$ cat config.mk
export PLATFORM = sky130hd
export DESIGN_NAME = disp_mux_n
export DESIGN_NICKNAME = d
export VERILOG_FILES = /design/src/rtl/disp_mux_n.sv
export SDC_FILE = /design/constraint.sdc
export NUM_CORES = 1
export LEC_CHECK = 0
export ABC_AREA = 1
export BUFFER_PORTS_ARGS = -buffer_cell sky130_fd_sc_hd__buf_2
export CORE_MARGIN = 2
export CORE_UTILIZATION = 58
export CTS_CLUSTER_DIAMETER = 50
export DETAILED_ROUTE_END_ITERATION = 7
export GPL_TIMING_DRIVEN = 1
export PLACE_DENSITY = 0.79
export SETUP_SLACK_MARGIN = 0.2
export SYNTH_ARGS = -nofsm -noshare
export SYNTH_HDL_FRONTEND = slang
export SYNTH_SLANG_ARGS = --single-unit
$ cat constraint.sdc
create_clock -name clk -period 2.1 [get_ports clk]
set_input_delay 0.105 -clock clk [delete_from_list [all_inputs] [get_ports clk]]
set_output_delay 0.105 -clock clk [all_outputs]
set_load 0.02 [all_outputs]
$ cat src/rtl/disp_mux_n.sv
// disp_mux_n: time-multiplexed N-digit seven-segment display driver.
//
// A free-running prescaler of 2^DIV_W clocks defines one digit slot. At the end of
// each slot the digit index advances, and it wraps NDIG-1 -> 0 at each frame
// boundary. Frame data is double-buffered. A load writes the pending buffer. At
// a frame boundary the pending frame becomes the active frame that the display
// reads. The first GUARD clocks of every slot are blanked to stop ghosting.
//
// Optional feature: define DISP_MUX_PWM_EN to add the brightness port. This
// enables per-slot duty gating using the top four prescaler bits.
//
// Ports:
//   clk        - sole clock, rising edge
//   reset      - synchronous, active-high reset
//   seg_in     - segment patterns, digit k = seg_in[8k+7:8k]
//   blank_in   - per-digit blank request (1 = dark)
//   load       - single-cycle strobe capturing seg_in/blank_in as the next frame
//   brightness - duty level 0..15 (DISP_MUX_PWM_EN builds only)
//   an         - digit enables, active low, at most one low
//   sseg       - segment pattern of the enabled digit, 8'hFF when none
//   load_ack   - one-cycle pulse when a captured frame becomes active
//   frame_tick - one-cycle pulse when the digit index wraps to 0
module disp_mux_n #(
    parameter int unsigned NDIG  = 4,
    parameter int unsigned DIV_W = 16,
    parameter int unsigned GUARD = 2
) (
    input  logic              clk,
    input  logic              reset,
    input  logic [8*NDIG-1:0] seg_in,
    input  logic [NDIG-1:0]   blank_in,
    input  logic              load,
`ifdef DISP_MUX_PWM_EN
    input  logic [3:0]        brightness,
`endif
    output logic [NDIG-1:0]   an,
    output logic [7:0]        sseg,
    output logic              load_ack,
    output logic              frame_tick
);

    localparam int unsigned IDX_W = $clog2(NDIG);

    logic [DIV_W-1:0]      presc_q;
    logic [IDX_W-1:0]      idx_q;
    logic                  pend_q;
    logic [NDIG-1:0][7:0]  pend_seg_q;
    logic [NDIG-1:0]       pend_blank_q;
    logic [NDIG-1:0][7:0]  act_seg_q;
    logic [NDIG-1:0]       act_blank_q;

    logic       presc_wrap;
    logic       last_digit;
    logic       frame_end;
    logic       past_guard;
    logic       duty_ok;
    logic       digit_en;
    logic [7:0] cur_seg;
    logic       cur_blank;

    assign presc_wrap = (presc_q == {DIV_W{1'b1}});
    assign last_digit = (idx_q == IDX_W'(NDIG - 1));
    assign frame_end  = presc_wrap && last_digit;

    generate
        if (GUARD == 0) begin : g_no_guard
            assign past_guard = 1'b1;
        end else begin : g_guard
            assign past_guard = (presc_q >= DIV_W'(GUARD));
        end
    endgenerate

`ifdef DISP_MUX_PWM_EN
    assign duty_ok = (presc_q[DIV_W-1 -: 4] < brightness);
`else
    assign duty_ok = 1'b1;
`endif

    // Compare loop avoids indexing past NDIG-1 when NDIG is not a power of two.
    always_comb begin
        cur_seg   = 8'hFF;
        cur_blank = 1'b1;
        for (int k = 0; k < int'(NDIG); k++) begin
            if (idx_q == IDX_W'(k)) begin
                cur_seg   = act_seg_q[k];
                cur_blank = act_blank_q[k];
            end
        end
    end

    assign digit_en = past_guard && duty_ok && !cur_blank;

    always_ff @(posedge clk) begin
        if (reset) begin
            presc_q      <= '0;
            idx_q        <= '0;
            pend_q       <= 1'b0;
            pend_seg_q   <= '0;
            pend_blank_q <= '0;
            act_seg_q    <= {NDIG{8'hFF}};
            act_blank_q  <= {NDIG{1'b1}};
            an           <= {NDIG{1'b1}};
            sseg         <= 8'hFF;
            load_ack     <= 1'b0;
            frame_tick   <= 1'b0;
        end else begin
            presc_q    <= presc_q + 1'b1;
            frame_tick <= frame_end;
            load_ack   <= 1'b0;

            if (presc_wrap) begin
                idx_q <= last_digit ? '0 : idx_q + 1'b1;
            end

            if (frame_end) begin
                // A load on the boundary cycle is newer than the pending frame.
                if (load) begin
                    act_seg_q   <= seg_in;
                    act_blank_q <= blank_in;
                    pend_q      <= 1'b0;
                    load_ack    <= 1'b1;
                end else if (pend_q) begin
                    act_seg_q   <= pend_seg_q;
                    act_blank_q <= pend_blank_q;
                    pend_q      <= 1'b0;
                    load_ack    <= 1'b1;
                end
            end else if (load) begin
                pend_seg_q   <= seg_in;
                pend_blank_q <= blank_in;
                pend_q       <= 1'b1;
            end

            // Outputs are built from the pre-edge index/prescaler/active frame.
            if (digit_en) begin
                an   <= ~(NDIG'(1) << idx_q);
                sseg <= cur_seg;
            end else begin
                an   <= {NDIG{1'b1}};
                sseg <= 8'hFF;
            end
        end
    end

endmodule

# After elaboration in Yosys (flattened, before gate mapping)

Cells that the tools add are included.

Flip-flop bits (word level): 105
Input bits: 39
Output and inout port bits: 14
Logic and storage cells: 53

Add/sub/neg operators: 2
Magnitude comparators: 1
Equal/unequal tests: 4
Shifts and indexed selects: 1
Multiplexer cells: 15
Bitwise logic cells: 3
Reductions and logical operators: 10

Operators by type and width:

| operator                                                               | count |
|---|---|
| 32-bit two-way mux                                                     | 2 |
| 8-bit two-way mux                                                      | 4 |
| 16-bit by 1-bit adder with 16-bit output, second input constant        | 1 |
| 16-bit equality test, second input constant                            | 1 |
| 16-bit by 2-bit >= comparator with 1-bit output, second input constant | 1 |
| 4-bit two-way mux                                                      | 2 |
| 1-bit two-way mux                                                      | 6 |
| 2-bit OR reduction                                                     | 3 |
| 2-bit equality test, second input constant                             | 2 |
| 4-bit inverter                                                         | 1 |
| 2-bit AND reduction                                                    | 2 |
| 1-bit by 2-bit << shifter with 4-bit output, first input constant      | 1 |
| 2-bit by 1-bit adder with 2-bit output, second input constant          | 1 |
| 2-bit by 1-bit equality test with 1-bit output, second input constant  | 1 |
| 1-bit logical AND                                                      | 2 |
| 2-bit logical NOT                                                      | 1 |
| 2-bit two-way mux                                                      | 1 |
| 1-bit inverter                                                         | 2 |
| 2-bit nonzero test                                                     | 1 |
| 1-bit logical NOT                                                      | 1 |

# Longest topological paths before layout

Gate-level depths: netlist (run 1).

Depth after elaboration: 9
Mapped depth: 10
Mapped depth without buffers: 9

# Worst setup path after synthesis (run 1)

No wires, ideal clock.

Kind: register -> register
From: register idx_q[0]
To: register an[3]
Library setup time: 0.126 ns
Arrival: 1.436 ns
Required time: 1.974 ns
Setup slack: 0.538 ns
Cell stages (with the launch flop): 11
Path buffers: 1
Clock period less this slack: 1.562 ns
Cells stage by stage: dfxtp_1 -> inv_1 -> ha_1 -> clkinv_1 -> o21ai_1 -> nand2_1 -> o21ai_1 -> nand2_1 -> nor2_1 -> buf_4 -> nand2_1

Longest elaborated chain between the ends: 9
Elaborated cells on any way between the ends: 14
Classes of those cells: eq/ne: 3; shift: 1; mux: 4; bitwise: 2; reduce/logical: 4

Ends and longest elaborated chain:

| element                             | RTL line | RTL |
|---|---|---|
| start: declaration                  | 45       | `logic [IDX_W-1:0] idx_q;` |
| start signal: assignment            | 112      | `idx_q <= last_digit ? '0 : idx_q + 1'b1;` |
| 2-bit logical NOT                   | 84       | `if (idx_q == IDX_W'(k)) begin` |
| 1-bit two-way mux (4 in a row)      | 84       |  |
| 1-bit logical NOT                   | 91       | `assign digit_en = past_guard && duty_ok && !cur_blank;` |
| 1-bit logical AND                   | 91       |  |
| 1-bit inverter (no source line)     | -        |  |
| 2-bit OR reduction (no source line) | -        |  |
| end signal: assignment              | 102      | `an <= {NDIG{1'b1}};` |
| end signal: assignment              | 136      | `an <= ~(NDIG'(1) << idx_q);` |
| end signal: assignment              | 139      | `an <= {NDIG{1'b1}};` |
| end: declaration                    | 36       | `output logic [NDIG-1:0] an,` |

Several ways; a longest one is shown, not always the timed one.
A chain may end at the register's enable or synchronous reset.

# Worst setup path after layout (run 1)

From: register presc_q[1]
To: register act_seg_q[8] (netlist bit)

Longest elaborated chain between the ends: 3

Ends and longest elaborated chain:

| element                              | RTL line | RTL |
|---|---|---|
| start: declaration                   | 44       | `logic [DIV_W-1:0] presc_q;` |
| start signal: assignment             | 107      | `presc_q <= presc_q + 1'b1;` |
| 16-bit equality test                 | 61       | `assign presc_wrap = (presc_q == {DIV_W{1'b1}});` |
| 1-bit logical AND                    | 63       | `assign frame_end = presc_wrap && last_digit;` |
| 2-bit AND reduction (no source line) | -        |  |
| end signal: assignment               | 100      | `act_seg_q <= {NDIG{8'hFF}};` |
| end signal: assignment               | 118      | `act_seg_q <= seg_in;` |
| end signal: assignment               | 123      | `act_seg_q <= pend_seg_q;` |
| end: declaration                     | 49       | `logic [NDIG-1:0][7:0] act_seg_q;` |

No other way between the ends.

==> metrics.md, run 1 <==
| Metric | Value |
|---|---|
| CP max stage delay | about 0.4 ns |
| Number of diodes | 0 |
| Post-synth cell types | 27 |
| Mapped Nets | 764 |
| Period utilization | 86.6% |
| Area of the multi-input gates | 2280 µm² |
| CTS H-tree lvls | 3 |
| Post-synth top cells | nand2_1, nor2_1, dfxtp_1 |
| Final WL | 10.6 mm |
| Final hold violation count | 0 |
| Synth Flop Type | dfxtp_1 |
| Crit path cell chain | ha_1, nand3_4, inv_2, nand2_4, nor2_4, nand3_4, nand2_1, nand3_1 |
| Critical Path AT | 2.07 ns |
| Worst skew pair latency | roughly 0.38 ns |
| Most common cell in the synthesized netlist | nand2_1 |
| Vias after detailed routing | 4495 |
| Total GRT Usage | 24.1% |
| Fin. max-slew vios | 0 |
| Hold WS | 0.0447 ns |
| RSZ-0062 raised after global routing | yes |
| Core ar. | 8130 µm² |
| DR iter-0 viols | roughly 160 |
| Dpl hpwl | around 7 mm |
| Status | finished clean |
| Die Ht | 95.3 µm |
| DR vias/cell | 4.97 |
| Clock transition at path regs | 0.10 ns |
| Syn-to-layout area delta | 18.4% |
| Final setup TNS | 0 ns |
| LEAKAGE | 2.70 nW |
| Synthesized area per cell | 6.72 µm² |
| Setup CP Type | flop to flop |
| Row count | 33 |
| Seq/Total Area, Yosys | 43.5% |
| Initial antenna violation count | 0 |
| Yosys warnings | 0 |
| Hold Path Class | input port to flop |
| Final Skew | 0.00631 ns |
| Worst Max-Slew Pin Slew | roughly 0.49 ns |
| DR pass1 iterations | 4 |
| Mapped Cells | between 700 and 800 |
| Share of layout cells above drive strength 1 | between 10% and 20% |
| Congestion Overflow GR | 0 |
| First-pass GRT wire length | 17.3 mm |
| Asr flop ratio synth | 0% |
| Largest net degree at the start of global routing | 74 |
| Req. time, crit path | 2.35 ns |
| Register area | approximately 2100 µm² |
| Crit path time final | 1.82 ns |
| CP max-delay cell | dfxtp_1 |
| PortBufs | 52 |
| Sinks on Clock Net | around 110 |
| Initial Utilization | 59.4% |
| CTS root buffer | clkbuf_8 |
| Largest area contributor in the netlist | dfxtp_1 |
| Finished Cell Area | roughly 5700 µm² |
| # fillers | 664 |
| Cell Pwr Density | 646 nW/µm² |
| Final cell count without fillers | around 900 |
| Final Net Count | approximately 840 |
| Synth Cell Area | 4830 µm² |
| Placement Cell Area | 5110 µm² |
| Relative slew slack | 67.5% |
| # DRC | 0 |
| Total CTS buffers | 9 |
| IO Count | 53 |
| CTS tree | built |
| Number of global-route vias before repair | 4051 |
| Crit path capture type | flop |
| DP Cell Count | 849 |
| Maximum clock frequency | about 550 MHz |
| CTS max path bufs | 2 |
| Synth top area cells | dfxtp_1, nand2_1, nor2_1 |
| Max cap viols | 0 |
| Max VDD drop | 0.427 mV |
| WL per Instance | 11.7 µm |
| Die Wd | 95.3 µm |
| Crit path max fanout | 18 |
| FF+latch count, synth | 105 |
| Gpl congestion | 0.858 |
| Post-synth EDFFs | 0 |
| Post-synth top area share | 43.5% |
| Final setup viols | 0 |
| Die footprint | 9070 µm² |
| Worst Setup Start Kind | flop |
| ANT nets after route | 0 |
| Power Total | 3.70 mW |
| Most used cell, CP | nand3_4 |
## repair_timing
item | 4_1_cts | 5_1_grt
endpoints found under the hold margin | 36 | 0
cloned | 0 | 1
gates resized for setup | 0 | 4
hold buffers | 36 | 0
pin swaps | 0 | 1
setup buffers | 0 | 2
setup endpoints to repair | 1 | 63
## path summary, 6_finish.rpt
| path | from | end | slack [ns] | cells after the start |
|---|---|---|---|---|
| worst max register to register | presc_q[1] | act_seg_q[8] | 0.28 | 8 |
| worst min register to register | presc_q[0] | presc_q[0] | 0.47 | 1 |
| worst max-delay path | presc_q[1] | act_seg_q[8] | 0.28 | 8 |
| worst min-delay path | reset | presc_q[1] | 0.04 | 2 |
## cell type report
class                   instances  share of cell area (%)
multi-input cells             514                    39.9
clock buffers                   9                    2.17
inverters                      64                    4.33
repair buffers                100                    13.1
flip-flops and latches        105                    36.8
well taps                     105                    2.30
clock inverters                 7                    1.36
## where the power goes
| part | leakage (nW) | switching (mW) | internal (mW) |
|---|---|---|---|
| Sequential | 0.858 | 0.0188 | 2.04 |
| Clock | 0.100 | 0.718 | 0.562 |
| Combinational | 1.74 | 0.200 | 0.154 |
| Total | 2.70 | 0.937 | 2.76 |
## cells by family (layout without fill, tap and decap cells)
kind of cell / Yosys count / count (layout) / synth area share (%)
simple gates: 425 / 426 / 36.7
flops: 105 / 105 / 43.5
buf+inv: 101 / 180 / 9.53
compound gates: 81 / 81 / 8.55
fa+ha+maj: 6 / 6 / 1.55
xor+xnor: 1 / 1 / 0.181
## sequential cells by signal, indices dropped and copies added, names as in the netlist
name,flops
act_blank_q,4
frame_tick,1
an,4
presc_q,16
act_seg_q,32
pend_q,1
pend_blank_q,4
load_ack,1
idx_q,2
sseg,8
pend_seg_q,32
## layer usage
metal | track usage [%] | vias up | routed length, µm | part of all wire (%)
met1 | 30.7 | 2021 | 4750 | 45
met2 | 40.5 | 88 | 5180 | 49
met5 | 0 | - | 0 | 0
li1 | - | 2373 | - | -
met3 | 4.43 | 13 | 495 | 4.7
met4 | 9.30 | 0 | 142 | 1.3
## metrics by stage
| stage | util, % | setup slack, ns |
|---|---|---|
| global placement | 62.9 | 0.364 |
| CTS | 69.8 | 0.197 |
| floorplan | - | 0.538 |
| global route | 70.3 | 0.148 |
| detailed placement | 62.9 | 0.212 |
| finish | 70.3 | 0.280 |
## placed cells by master, fill, tap and decap left out
cell type	count
a21oi_1	25
a31oi_1	2
buf_12	3
buf_2	52
buf_4	8
buf_6	1
bufinv_16	1
clkbuf_8	9
clkinv_2	1
clkinv_4	2
clkinvlp_4	3
dfxtp_1	105
dlygate4sd3_1	36
ha_1	6
inv_1	56
inv_2	6
inv_6	2
nand2_1	243
nand2_2	3
nand2_4	2
nand3_1	46
nand3_4	4
nand4_1	2
nor2_1	118
nor2_4	3
nor2_8	1
nor3_1	3
nor3_2	1
o21ai_0	50
o21ai_1	2
o21bai_1	2
xnor2_1	1
## worst max-delay path, delay by kind of cell, from the launching register on
kind	cells	cell delay, ns
and+or+nand+nor	6	0.94
DFF	1	0.39
buffers and inverters	1	0.11
adders and majority gates	1	0.27
(Power assumes the default switching activity.)
==> inputs of run 2 (changes only) <==
CORE_UTILIZATION = 28   (was 58)
PLACE_DENSITY = not set   (was 0.79)
==> metrics.md, run 2 (synthesized netlist as in run 1, its figures left out) <==
| Metric | Value |
|---|---|
| Status | finished clean |
| Crit path max fanout | 18 |
| Hold path startpoint | seg_in[10] |
| Worst R2R Path Depth | 8 |
| Initial antenna violation count | 0 |
| Sinks on Clock Net | 105 |
| WL per Instance | between 10 and 15 µm |
| Final cell count without fillers | 1020 |
| Worst path depth | 8 |
| Final Util | 34.7% |
| Hold WS | 0.00865 ns |
| Die Ht | roughly 140 µm |
| DR pass1 iterations | 4 |
| Number of global-route vias before repair | roughly 4000 |
| PortBufs | 52 |
| Most used cell, CP | nand3_4 |
| Flop2flop setup slack | 0.32 ns |
| Sw Ratio | roughly a quarter |
| DR vias/cell | ~4.2 |
| CP max-delay cell | dfxtp_1 |
| Req. time, crit path | between 2 and 2.5 ns |
| Commonest cells after routing, fill and taps aside | nand2_1, nor2_1, dfxtp_1 |
| Cell internal pwr | 3.14 mW |
| Cell Pwr Density | 693 nW/µm² |
| CTS H-tree lvls | 3 |
| Crit-path leading delay family | simple AND/OR/NAND/NOR gates |
| Combinational share of power | under 10% |
| Relative slew slack | 71.7% |
| CTS root buffer | clkbuf_16 |
| LEAKAGE | 2.73 nW |
| Syn-to-layout area delta | 22.5% |
| Worst skew pair latency | 0.35 ns |
| Dpl hpwl | 7.72 mm |
| Number of diodes | 0 |
| Clock transition at path regs | about 0.07 ns |
| Commonest non-fill, non-tap cell in the layout | nand2_1 |
| CTS max path bufs | 2 |
| Share of layout cells above drive strength 1 | a little over an eighth |
| Largest net degree at the start of global routing | 41 |
| IO Count | between 50 and 60 |
| CP max stage delay | 0.38 ns |
| Hold path cells | 3 |
| # DRC | 0 |
| Fin. max-slew vios | 0 |
| Crit path cell chain | ha_1, nand3_4, inv_2, nand2_4, nor2_4, nand3_4, nand2_1, nand3_1 |
| Final Net Count | between 800 and 900 |
| Gpl congestion | 0.833 |
| Die footprint | 18300 µm² |
| RSZ-0062 raised after global routing | yes |
| Reg power frac | 50.3% |
| Critical Path AT | 2.00 ns |
| Final hold violation count | 0 |
| Reg-to-Reg Start | presc_q[1] |
| Congestion Overflow GR | 0 |
| Max VDD drop | 0.339 mV |
| # fillers | 1871 |
| Area of the multi-input gates | 2300 µm² |
| Core ar. | 17100 µm² |
| Vias after detailed routing | 4330 |
| Crit path capture type | flop |
| Crit path time final | between 1.5 and 2 ns |
| Worst Max-Slew Pin Slew | approximately 0.42 ns |
| FF-to-FF End | act_seg_q[30] |
| Period utilization | 84.7% |
| Hold Path Class | input port to flop |
| Worst Setup Start Kind | flop |
| Maximum clock frequency | 562 MHz |
| CTS tree | built |
| Final setup TNS | 0 ns |
| Sw Pwr | 0.959 mW |
| Setup CP Type | flop to flop |
| Worst Path Buf+Inv | 1 |
| Clk pwr share | 41.4% |
| Total GRT Usage | ~13% |
| DP Cell Count | between 900 and 1000 |
| Top Registers | act_seg_q x32, pend_seg_q x32, presc_q x16 |
| Final Skew | 0.00744 ns |
| Row count | 48 |
| ANT nets after route | 0 |
| Initial Utilization | 28.3% |
| Final setup viols | 0 |
| Register area | 2100 µm² |
| Worst Hold Path EP | pend_seg_q[10] |
| DR iter-0 viols | 266 |
| Max cap viols | 0 |
| Total CTS buffers | 9 |
| Final WL | 11.2 mm |
| Die Wd | 135 µm |
| First-pass GRT wire length | 18.6 mm |
[run 2: power groups by stage]
stage	Combinational (mW)	Sequential, mW	Clock, mW
4_1_cts	0.345	2.06	1.76
5_1_grt	0.399	2.07	1.83
3_5_place_dp	0.301	2.11	0
6_report	0.342	2.06	1.70
3_3_place_gp	0.299	2.11	0
2_1_floorplan	0.209	2.10	0
[run 2: how the worst max path moves through the flow]
stage	to	start
after global routing	act_seg_q[14]	presc_q[0]
after floorplan	an[3]	idx_q[0]
after global placement	act_seg_q[15]	presc_q[1]
after detailed placement	act_seg_q[30]	presc_q[1]
after CTS	act_seg_q[30]	presc_q[1]
final	act_seg_q[30]	presc_q[1]
[run 2: what timing repair did]
item	in CTS	in global routing
setup endpoints to repair	0	64
setup buffers	0	1
hold endpoints to repair	29	0
resized for setup	0	8
hold buffers	29	0
[run 2: metrics by stage]
stage / instance area, µm² / setup slack, ns / power [mW]
after CTS: 5860 / 0.228 / 4.16
after floorplan: 4830 / 0.538 / 2.31
after global routing: 5920 / 0.167 / 4.29
after global placement: 5270 / 0.285 / 2.40
after detailed placement: 5270 / 0.235 / 2.41
final: 5920 / 0.322 / 4.10
[run 2: tightest hold or removal path, delay by kind of cell]
kind / cells / cell delay, ns
buffers and inverters: 1 / 0.09
AND/OR/NAND/NOR: 2 / 0.12
[run 2: layer usage]
metal  up-vias  track usage, %  part of all wire, %
met1      1893            18.3                   53
met2        69            18.3                   42
met4         0            4.63                  1.5
met5         -               0                    0
li1       2355               -                    -
met3        13            2.32                  3.4
[run 2: cell type report]
type                    count  share of cell area (%)
clock buffers              11                    4.10
clock inverters             5                   0.930
inverters                  64                    4.12
multi-input cells         514                    38.9
flip-flops and latches    105                    35.5
well taps                 225                    4.76
repair buffers             96                    11.7
==> inputs of run 3 (changes only) <==
clock period = 1.8 ns   (was 2.1 ns; I/O delays follow)
==> metrics.md, run 3 (synthesized netlist as in run 1, its figures left out) <==
| Metric | Value |
|---|---|
| Status | finished clean |
| WL per Instance | roughly 12 µm |
| Req. time, crit path | 2.09 ns |
| Share of layout cells above drive strength 1 | 20.2% |
| Placement Cell Area | 5330 µm² |
| Syn-to-layout area delta | 32.6% |
| PortBufs | 52 |
| Hold Path Class | input port to flop |
| Crit path capture type | flop |
| CTS H-tree lvls | 3 |
| ANT nets after route | 0 |
| Hold path cells | 3 |
| RSZ-0062 raised after global routing | yes |
| Gpl congestion | 0.790 |
| CTS tree | built |
| Cell Pwr Density | roughly 750 nW/µm² |
| Crit path time final | 1.61 ns |
| CP max-delay cell | dfxtp_4 |
| Critical Path AT | 1.90 ns |
| Maximum clock frequency | 623 MHz |
| Initial Utilization | 28.3% |
| Total CTS buffers | 9 |
| Final Net Count | about 860 |
| Final WL | roughly 12 mm |
| CTS max path bufs | 2 |
| Max cap viols | 0 |
| Final setup TNS | 0 ns |
| Worst Setup Start Kind | flop |
| Die Ht | 135 µm |
| Finished Cell Area | between 6000 and 7000 µm² |
| Commonest cells after routing, fill and taps aside | nand2_1, nor2_1, dfxtp_1 |
| Relative slew slack | 72.8% |
| Worst Max-Slew Pin Slew | a little over 0.4 ns |
| Final Skew | 0.0101 ns |
| Core ar. | 17100 µm² |
| Max VDD drop | 0.437 mV |
| Top Registers | act_seg_q x32, pend_seg_q x32, presc_q x16 |
| LEAKAGE | 2.95 nW |
| Setup CP Type | flop to flop |
| Place WS | 0.114 ns |
| Number of diodes | 0 |
| Row count | 48 |
| Die footprint | approximately 18000 µm² |
| Congestion Overflow GR | 0 |
| Final Util | 37.6% |
| CTS root buffer | clkbuf_16 |
| Fin. max-slew vios | 0 |
| IO Count | 53 |
| Commonest non-fill, non-tap cell in the layout | nand2_1 |
| Vias after detailed routing | approximately 4500 |
| Final hold violation count | 0 |
| Worst skew pair latency | between 0.3 and 0.4 ns |
| Final Worst Setup Slack | around 0.2 ns |
| DR pass1 iterations | 5 |
| # DRC | 0 |
| DP Cell Count | slightly below 1000 |
| Crit-path leading delay family | simple AND/OR/NAND/NOR gates |
| Die Wd | approximately 140 µm |
| Crit path cell chain | ha_4, nand3_4, nor2_8, nand3_4, nor2_4, buf_12, clkbuf_16, nand2_2, nand3_2 |
| DR vias/cell | 4.31 |
| Dpl hpwl | between 7 and 8 mm |
| CP max stage delay | 0.38 ns |
| Initial antenna violation count | 0 |
| Worst Path Buf+Inv | 2 |
| Period utilization | approximately 89% |
| Final setup viols | 0 |
| Sinks on Clock Net | between 100 and 150 |
| First-pass GRT wire length | 19.5 mm |
| Number of global-route vias before repair | roughly 4200 |
| Final cell count without fillers | ~1000 |
| Worst path depth | 9 |
| Most used cell, CP | nand3_4 |
| Crit path max fanout | 6 |
| DR iter-0 viols | 200 |
| Worst R2R Path Depth | 9 |
| Clock transition at path regs | around 0.070 ns |
| Total GRT Usage | roughly an eighth |
| Largest net degree at the start of global routing | 61 |
[run 3: cell count changes in the layout (fill, tap and decap cells not counted), sizes merged]
cell | previous run | this run
inv | 62 | 65
clkbuf | 11 | 14
buf | 67 | 79
dlygate4sd3 | 29 | 35
nand3 | 50 | 49
clkinvlp | 3 | 0
[run 3: area by class of cell]
class	count	area (µm²)
repair buffers	117	1010
multi-input cells	513	2440
inverters	64	245
clock inverters	5	53.8
clock buffers	11	243
fillers	1832	10700
well taps	225	282
flip-flops and latches	105	2130
[run 3: power by group]
part	switching [mW]	leakage, nW	internal [mW]	total [mW]
Combinational	0.245	1.93	0.191	0.436
Clock	0.879	0.150	1.12	1.99
Sequential	0.0217	0.866	2.38	2.40
Total	1.15	2.95	3.69	4.83
[run 3: timing repair]
item | 4_1_cts | 5_1_grt
resized for setup | 7 | 65
gates cloned | 1 | 7
pin swaps | 0 | 16
setup buffers | 0 | 6
endpoints found under the setup margin | 83 | 84
hold buffers | 35 | 0
hold endpoints to repair | 35 | 0
[run 3: metrics by stage]
stage	hold slack, ns	power [mW]
floorplan	0.225	2.70
finish	0.0325	4.83
detailed placement	0.336	2.82
global placement	0.332	2.81
CTS	0.0224	4.89
global route	0.0581	5.05
[run 3: worst paths after layout]
check / from / end / slack (ns)
worst min-delay path: seg_in[30] / pend_seg_q[30] / 0.03
worst min register to register: presc_q[0] / presc_q[0] / 0.44
worst max-delay path: presc_q[1] / act_seg_q[3] / 0.19
worst max register to register: presc_q[1] / act_seg_q[3] / 0.19
[run 3: metal layers]
layer / up-vias / GRT usage (%) / part of all wire (%)
met5: - / 0 / 0
met4: 0 / 3.13 / 0.97
met3: 10 / 3.44 / 4.3
met2: 66 / 21.0 / 45
met1: 2002 / 17.9 / 49
li1: 2409 / - / -
[run 3: worst min-delay path, cell delays in order]
cell and delay [ns]:
buf_2 0.10, nor2_1 0.05, nor2_1 0.10
